`src/rtl/rsp_vote_collector_pkg.sv`:
```
// Shared types and helpers for the response vote collector: FSM state encoding,
// default response width and a constant-foldable ceil(log2) used to size counters.
package rsp_vote_collector_pkg;

    localparam int RSP_W_DEF = 32;

    typedef enum logic [2:0] {
        ST_IDLE     = 3'd0,
        ST_REQ      = 3'd1,
        ST_WAIT_RSP = 3'd2,
        ST_ACC      = 3'd3,
        ST_GAP      = 3'd4,
        ST_DONE     = 3'd5
    } state_t;

    // Bits needed to hold values 0..value-1; bounded loop so it folds at elaboration.
    function automatic int clog2(input int value);
        int r;
        r = 0;
        for (int i = 0; i < 31; i++) begin
            if ((1 << i) < value) r = i + 1;
        end
        return r;
    endfunction

endpackage

```
`src/rtl/rsp_vote_collector_bit_counter.sv`:
```
// One response-bit slice: counts evaluations in which the bit was 1 and reports
// majority/stability of the count as it will be after the current increment.
module rsp_vote_collector_bit_counter
    import rsp_vote_collector_pkg::*;
#(
    parameter int NUM_EVAL = 7,
    parameter int CW       = clog2(NUM_EVAL + 1)
) (
    input  logic clk,
    input  logic resetn,
    input  logic clear,
    input  logic inc_en,
    input  logic bit_in,
    output logic majority,
    output logic stable
);

    logic [CW-1:0] count;
    logic [CW-1:0] count_next;

    // Votes look at the post-increment value so the final evaluation is included
    // in the same cycle it is accumulated.
    always_comb begin
        count_next = count + CW'(inc_en & bit_in);
        majority   = (count_next > CW'(NUM_EVAL / 2));
        stable     = (count_next == '0) || (count_next == CW'(NUM_EVAL));
    end

    always_ff @(posedge clk) begin
        if (!resetn || clear) count <= '0;
        else                  count <= count_next;
    end

endmodule

```
`src/rtl/rsp_vote_collector.sv`:
```
// Requests NUM_EVAL evaluations of one challenge from rwc_ctrl, votes each bit of
// rsp_pos^rsp_neg and hands the majority response plus stability mask off via valid/ready.
module rsp_vote_collector
    import rsp_vote_collector_pkg::*;
#(
    parameter int RSP_W      = RSP_W_DEF,
    parameter int NUM_EVAL   = 7,
    parameter int GAP_CYCLES = 16,
    parameter int TIMEOUT    = 4096
) (
    input  logic             clk,
    input  logic             resetn,
    input  logic             start,
    output logic             eval_req,
    input  logic             available,
    input  logic [RSP_W-1:0] rsp_pos,
    input  logic [RSP_W-1:0] rsp_neg,
    output logic             busy,
    output logic             rsp_valid,
    input  logic             rsp_ready,
    output logic [RSP_W-1:0] rsp_data,
    output logic [RSP_W-1:0] rsp_stable,
    output logic             timeout_err,
    output state_t           dbg_state
);

    localparam int TW = clog2(TIMEOUT + 1);
    localparam int GW = clog2(GAP_CYCLES + 1);

    if ((NUM_EVAL % 2) == 0 || NUM_EVAL < 1 || NUM_EVAL > 255 || GAP_CYCLES < 1 || TIMEOUT < 2) begin : g_bad_param
        $error("rsp_vote_collector: NUM_EVAL must be odd in 1..255, GAP_CYCLES>=1, TIMEOUT>=2");
    end

    // Result handshake: rsp_valid rises on entry to DONE and holds rsp_data/rsp_stable
    // unchanged until the cycle where rsp_valid && rsp_ready, which is the transfer.
    state_t           state, state_n;
    logic [7:0]       eval_cnt;
    logic [TW-1:0]    to_cnt, to_cnt_inc;
    logic [GW-1:0]    gap_cnt;
    logic [RSP_W-1:0] raw;
    logic [RSP_W-1:0] vote_data, vote_stable;
    logic             acc_last, timeout_hit, clear_cnt, inc_en;

    assign acc_last   = (eval_cnt == 8'(NUM_EVAL - 1));
    assign to_cnt_inc = to_cnt + 1'b1;
    assign clear_cnt  = (state == ST_IDLE) && start;
    assign inc_en     = (state == ST_ACC);
    assign busy       = (state != ST_IDLE);
    assign dbg_state  = state;

    for (genvar i = 0; i < RSP_W; i++) begin : g_bit
        rsp_vote_collector_bit_counter #(.NUM_EVAL(NUM_EVAL)) u_bit (
            .clk      (clk),
            .resetn   (resetn),
            .clear    (clear_cnt),
            .inc_en   (inc_en),
            .bit_in   (raw[i]),
            .majority (vote_data[i]),
            .stable   (vote_stable[i])
        );
    end

    always_comb begin
        state_n     = state;
        eval_req    = 1'b0;
        timeout_hit = 1'b0;
        case (state)
            ST_IDLE: if (start) state_n = ST_REQ;
            // A level-style available left over from the previous evaluation must fall first.
            ST_REQ: begin
                if (!available) begin
                    eval_req = 1'b1;
                    state_n  = ST_WAIT_RSP;
                end
            end
            ST_WAIT_RSP: begin
                if (available) begin
                    state_n = ST_ACC;
                end else if (to_cnt_inc == TW'(TIMEOUT - 1)) begin
                    timeout_hit = 1'b1;
                    state_n     = ST_IDLE;
                end
            end
            ST_ACC:  state_n = acc_last ? ST_DONE : ST_GAP;
            ST_GAP:  if (gap_cnt == GW'(GAP_CYCLES - 1)) state_n = ST_REQ;
            ST_DONE: if (rsp_ready) state_n = ST_IDLE;
            default: state_n = ST_IDLE;
        endcase
    end

    always_ff @(posedge clk) begin
        if (!resetn) begin
            state       <= ST_IDLE;
            eval_cnt    <= '0;
            to_cnt      <= '0;
            gap_cnt     <= '0;
            raw         <= '0;
            rsp_data    <= '0;
            rsp_stable  <= '0;
            rsp_valid   <= 1'b0;
            timeout_err <= 1'b0;
        end else begin
            state <= state_n;
            case (state)
                ST_IDLE: begin
                    if (start) begin
                        eval_cnt    <= '0;
                        timeout_err <= 1'b0;
                    end
                end
                ST_REQ: if (!available) to_cnt <= '0;
                ST_WAIT_RSP: begin
                    if (available) begin
                        raw <= rsp_pos ^ rsp_neg;
                    end else begin
                        to_cnt <= to_cnt_inc;
                        if (timeout_hit) timeout_err <= 1'b1;
                    end
                end
                ST_ACC: begin
                    eval_cnt <= eval_cnt + 1'b1;
                    gap_cnt  <= '0;
                    if (acc_last) begin
                        rsp_data   <= vote_data;
                        rsp_stable <= vote_stable;
                        rsp_valid  <= 1'b1;
                    end
                end
                ST_GAP:  gap_cnt <= gap_cnt + 1'b1;
                ST_DONE: if (rsp_ready) rsp_valid <= 1'b0;
                default: ;
            endcase
        end
    end

endmodule

```
`config.mk`:
```
export PLATFORM = sky130hd
export DESIGN_NAME = rsp_vote_collector
export DESIGN_NICKNAME = d
export VERILOG_FILES = /design/src/rtl/rsp_vote_collector_pkg.sv /design/src/rtl/rsp_vote_collector_bit_counter.sv /design/src/rtl/rsp_vote_collector.sv
export SDC_FILE = /design/constraint.sdc
export NUM_CORES = 1
export LEC_CHECK = 0
export BUFFER_PORTS_ARGS = -buffer_cell sky130_fd_sc_hd__buf_2
export CAP_MARGIN = 20
export CELL_PAD_IN_SITES_DETAIL_PLACEMENT = 2
export CELL_PAD_IN_SITES_GLOBAL_PLACEMENT = 2
export CORE_MARGIN = 2
export CORE_UTILIZATION = 36
export DETAILED_ROUTE_END_ITERATION = 6
export GPL_TIMING_DRIVEN = 0
export PLACE_DENSITY = 0.85
export SLEW_MARGIN = 30
export SYNTH_ARGS = -nofsm -noshare
export SYNTH_HDL_FRONTEND = slang
export SYNTH_SLANG_ARGS = --single-unit
export TNS_END_PERCENT = 100
```
`constraint.sdc`:
```
create_clock -name clk -period 2.6 [get_ports clk]
set_input_delay 0.26 -clock clk [delete_from_list [all_inputs] [get_ports clk]]
set_output_delay 0.26 -clock clk [all_outputs]
set_load 0.02 [all_outputs]
```
# Word-level counts from Yosys, hierarchy flattened
# Cells that the tools add are included.
[word_totals] reg_bits=223 elab_cells=296 input_bits=69 latch_bits=0 mem_count=0 romBits=0 out_inout_bits=71 mem_bits_rw=0
[classes] shifts=0 multipliers=0 eq_ne=48 div_mod_pow=0 bitwise=33 muxes=26 n_reduce_logical=81 addsub=35 n_lt_le_gt_ge=32
[ops] operator="3-bit equality test (second input constant)" count=34
[ops] operator="3-bit zero test" count=33
[ops] operator="3-bit adder" count=32
[ops] operator="3-bit by 2-bit greater-than comparator with 1-bit output (second input constant)" count=32
[ops] operator="1-bit logical OR" count=33
[ops] operator="1-bit AND" count=32
[ops] operator="32-bit bitwise XOR" count=1
[ops] operator="13-bit 2-to-1 mux" count=2
[ops] operator="13-bit case mux with 2 select lines" count=1
[ops] operator="3-bit 2-to-1 mux" count=6
[ops] operator="3-bit case mux with 6 select lines" count=1
[ops] operator="8-bit case mux with 2 select lines" count=1
[ops] operator="2-bit inequality test (second input constant)" count=7
[ops] operator="13-bit by 1-bit adder with 13-bit output (second input constant)" count=1
[ops] operator="13-bit by 12-bit equality test with 1-bit output (second input constant)" count=1
[ops] operator="1-bit 2-to-1 mux" count=11
[ops] operator="5-bit case mux with 2 select lines" count=1
[ops] operator="2-bit nonzero test" count=5
[ops] operator="8-bit by 1-bit adder with 8-bit output (second input constant)" count=1
[ops] operator="8-bit by 3-bit equality test with 1-bit output (second input constant)" count=1
[ops] operator="8-bit 2-to-1 mux" count=1
[ops] operator="3-bit by 2-bit equality test with 1-bit output (second input constant)" count=2
[ops] operator="2-bit AND reduction" count=3
[ops] operator="3-bit AND reduction" count=2
[ops] operator="other kinds (10)" count=11

# Longest topological paths before layout
[depth] ltp_word=8 depth_mapped=12 depth_no_buf=10

# Modules after synthesis
# A second synthesis with hierarchy kept.
[unflattened] cells_unflattened=1116 hier_area_um2=10929.2
[modules_own_cells] module="rsp_vote_collector" area_each_um2=5764.3 n_inst=1 cells_per_inst=668
[modules_own_cells] module="rsp_vote_collector_bit_counter" area_each_um2=161.4 n_inst=32 cells_per_inst=14

# Worst setup path after synthesis
# OpenSTA, ideal clock, no wires.
[synth_timing] path_type="reg-to-reg" start="reg state[0] (netlist: dbg_state[0])" end="reg rsp_stable[26]" required_ns=2.509 arrival_ns=2.435 path_stages_with_launch=10 setup_slack_ns=0.074 cell_sequence="dfxtp_1 > clkbuf_1 > inv_1 > nor2_1 > clkbuf_1 > and2_1 > ha_1 > ha_1 > or3_1 > a311oi_1"
[synth_via] elab_chain_cells=5 word_cells_on_any_way=7
[synth_lines] element="start: declaration" line_no="rsp_vote_collector.sv:36" rtl="state_t state, state_n;"
[synth_lines] element="start signal: assignment" line_no="rsp_vote_collector.sv:103" rtl="state <= state_n;"
[synth_lines] element="3-bit by 2-bit equality test with 1-bit output (*)" line_no="rsp_vote_collector.sv:47" rtl="assign inc_en = (state == ST_ACC);"
[synth_lines] element="1-bit AND (*)" line_no="rsp_vote_collector_bit_counter.sv:24" rtl="count_next = count + CW'(inc_en & bit_in);"
[synth_lines] element="3-bit adder (*)" line_no="rsp_vote_collector_bit_counter.sv:24"
[synth_lines] element="named net g_bit[26].u_bit.count_next[1]" line_no="rsp_vote_collector_bit_counter.sv:19" rtl="logic [CW-1:0] count_next;"
[synth_lines] element="3-bit equality test / 3-bit zero test (equally long branches)" line_no="rsp_vote_collector_bit_counter.sv:26" rtl="stable = (count_next == '0) || (count_next == CW'(NUM_EVAL));"
[synth_lines] element="1-bit logical OR (*)" line_no="rsp_vote_collector_bit_counter.sv:26"
[synth_lines] element="end signal: assignment" line_no="rsp_vote_collector.sv:125" rtl="rsp_stable <= vote_stable;"
[synth_lines] element="end: declaration" line_no="rsp_vote_collector.sv:22" rtl="output logic [RSP_W-1:0] rsp_stable,"
# Mark *: on every way through the listed nets, which the timed path passes. The rest lies on a longest branch.
# A chain may end at the register's enable or synchronous reset.

# Worst setup path after layout
[layout_timing] start="reg state[0] (netlist: dbg_state[0])" end="reg rsp_stable[15]"
[layout_via] elab_chain_cells=5 word_cells_on_any_way=7
[layout_lines] element="3-bit by 2-bit equality test with 1-bit output (*)" line_no="rsp_vote_collector.sv:47, rsp_vote_collector.sv:104"
[layout_lines] element="1-bit AND" line_no="rsp_vote_collector_bit_counter.sv:24"
[layout_lines] element="3-bit adder" line_no="rsp_vote_collector_bit_counter.sv:24"
[layout_lines] element="3-bit equality test / 3-bit zero test (equally long branches)" line_no="rsp_vote_collector_bit_counter.sv:26"
[layout_lines] element="1-bit logical OR" line_no="rsp_vote_collector_bit_counter.sv:26"
# Mark *: on every way between the ends. The rest lies on a longest branch, timed or not.

==> flow_metrics.tcl <==
set metrics [dict create \
    status "complete, but fails checks" \
    violations "setup timing" \
    min-delay-start "rsp_pos[14]" \
    numCtsBuffers 26 \
    worst-path-max-fanout 10 \
    antenna_found_initial 1 \
    async_reset_ff_share_pct 0 \
    synth_fp_nets 1157 \
    synth_area_um2 9650 \
    total_power_mw 8.45 \
    crit_top_cell "ha_1" \
    synth_common_cells "dfxtp_1, nor2_1, and3_1" \
    hold_viol_final 0 \
    r2r_end "rsp_stable[15]" \
    dpl.hpwl_um 23500 \
    min_period_over_period_pct 103 \
    synth_edf_count 0 \
    fin_area_um2 12100 \
    setup_viol 2 \
    place_area_um2 10800 \
    synth_top_cell_area_share_pct 46.3 \
    arrival_ns 3.11 \
    clockBufferDepth 3 \
    end_kind "register" \
    yosysWarnings 0 \
    synth_flop_cell "dfxtp_1" \
    cts_tree "built" \
    nets 1332 \
    die_h_um 168 \
    cp.required_ns 3.02 \
    yosysMostFrequentCell "dfxtp_1" \
    max_freq_ghz 0.372 \
    holdPathStages 3 \
    fin_crit_ns 2.69 \
    synth-seq-cells 223 \
    grt_pass1_vias 9922 \
    fp-row-count 59 \
    clk_pin_slew_ns 0.07 \
    path_class "register to register" \
    powerDensity_nw_per_um2 699 \
    fin_ws_ns -0.0906 \
    reg2reg_from "dbg_state[0]" \
    syn_area_per_cell_um2 9.48 \
    crit_chain "buf_4 -> inv_1 -> nor2_4 -> buf_12 -> buf_6 -> and2_1 -> ha_1 -> ha_1 -> xor2_1 -> nand3_1 -> a311oi_1" \
    initial_core_util_pct 36.8 \
    synthCells 1018 \
    fp.coreArea_um2 26200 \
    timing.slew.headroom_pct 36.0 \
    dr.pass1.iters 6 \
    htreeDepth 1 \
    drv_cap 0 \
    r2r_slack_ns -0.09 \
    tightest_slew_ns 0.960 \
    wl_um 44800 \
    grt_max_degree 13 \
    p_leak_nw 5.58 \
    critPathMaxStageDelay_ns 0.42 \
    setup-tns-final_ns -0.180 \
    drt_iter0_markers 742 \
    slowest_stage "xor2_1" \
    drive_gt1_share_pct 21.2 \
    placed_cells_incl_taps 1492 \
    synth.largest_area_cell "dfxtp_1" \
    vias 9112 \
    maxSlewViolCount 0 \
    viasPerCell 5.89 \
    startpoint "dbg_state[0]" \
    finClkSkew_ns 0.0340 \
    gp_congestion 0.806 \
    grt_pass1_wl_um 62300 \
    ctsHoldBuffers 0 \
    wl_per_cell_um 29.0 \
    crit_path_start_kind "register" \
    post-route-drc-count 0 \
    die_area_um2 28100 \
    synth_cell_types 54 \
    r2r_cells 11 \
    grtUsageTotal_pct 29.1 \
    antenna_left 0 \
    synth.area.top_cells "dfxtp_1, ha_1, and3_1" \
    ir_drop_v 0.000431 \
    min_path_type "input port to register" \
    root_buffer "clkbuf_16" \
    chipWidth_um 168 \
    overflow 0 \
    fin_cells 1548 \
    synth_seq_area_share_pct 46.3 \
    clkSinkCount 223 \
    whs_endpoint "raw[14]" \
    area_growth_pct 25.4 \
    ioPinCount 140 \
    numPortBuffers 139 \
    clk_latency_ns 0.55 \
]
-- timing repair --
action	CTS	global route
setup endpoints to repair	134	32
buffers inserted	2	4
pin swaps	1	2
gates resized for setup	19	39
cloned	1	2
-- power breakdown --
part	switching, mW	total, mW	internal, mW
clock network	1.66	4.27	2.61
registers	0.0430	3.51	3.46
logic	0.471	0.677	0.206
-- layout by cell type (no fill, tap or decap), types with 28 or more instances in the layout --
cell and count:
nor2_1 139, xnor2_1 36, ha_1 68, clkbuf_1 44, dfxtp_1 221, clkbuf_16 28
nand3_1 33, nand2_1 49, and3_1 94, mux2i_1 34, buf_2 154, a211oi_1 42
and2_1 31
-- critical path: cells and delay by family (launching register included) --
kind | cells | cell delay (ns)
xor+xnor | 1 | 0.42
flops | 1 | 0.35
fa+ha+maj | 2 | 0.43
simple gates | 3 | 0.47
compound gates | 1 | 0.37
buf+inv | 4 | 0.55
-- worst max path at each step --
| stage | to | slack, ns | depth (start not counted) |
|---|---|---|---|
| floorplan | rsp_stable[26] | 0.07 | 9 |
| global placement | rsp_stable[22] | -0.87 | 9 |
| detailed placement | rsp_stable[22] | -0.61 | 9 |
| CTS | rsp_stable[7] | 0.01 | 8 |
| global route | rsp_stable[15] | -0.15 | 11 |
| finish | rsp_stable[15] | -0.09 | 11 |
-- registers in the layout, summed over array words and instances (netlist names) --
name	count
g_bit.u_bit.count	96
raw	32
rsp_data	32
eval_cnt	8
to_cnt	13
dbg_state	3
rsp_stable	32
rsp_valid	1
gap_cnt	5
timeout_err	1
-- kinds of logic after synthesis --
family          count (synthesis)  share of synthesized area [%]
fa+ha+maj                      70                           9.08
mux                            37                           3.88
simple gates                  413                           21.6
compound gates                142                           10.5
flops                         223                           46.3
xor+xnor                       64                           5.81
buf+inv                        69                           2.92
-- metal layers --
metal	track usage, %	wire [µm]
met1	34.2	17600
met2	51.9	22500
met3	4.77	2610
met4	13.7	2180
met5	0	0
-- final cells by class --
cell class / instances / area (µm²)
flip-flops and latches: 223 / 4470
fillers: 2740 / 14100
clock buffers: 38 / 797
diodes: 1 / 2.50
clock inverters: 9 / 173
multi-input cells: 726 / 5130
inverters: 6 / 22.5
well taps: 335 / 419
repair buffers: 148 / 801
plain buffers: 62 / 289
-- stage by stage --
stage	worst slack [ns]	hold slack, ns	utilization [%]
2_1_floorplan	0.0741	0.442	-
3_5_place_dp	-0.611	0.481	41.1
5_1_grt	-0.152	0.0397	46.2
6_report	-0.0906	0.0151	46.2
4_1_cts	0.0149	0.0142	45.1
3_3_place_gp	-0.871	0.471	41.1
Power figures use the tool's default switching activity.
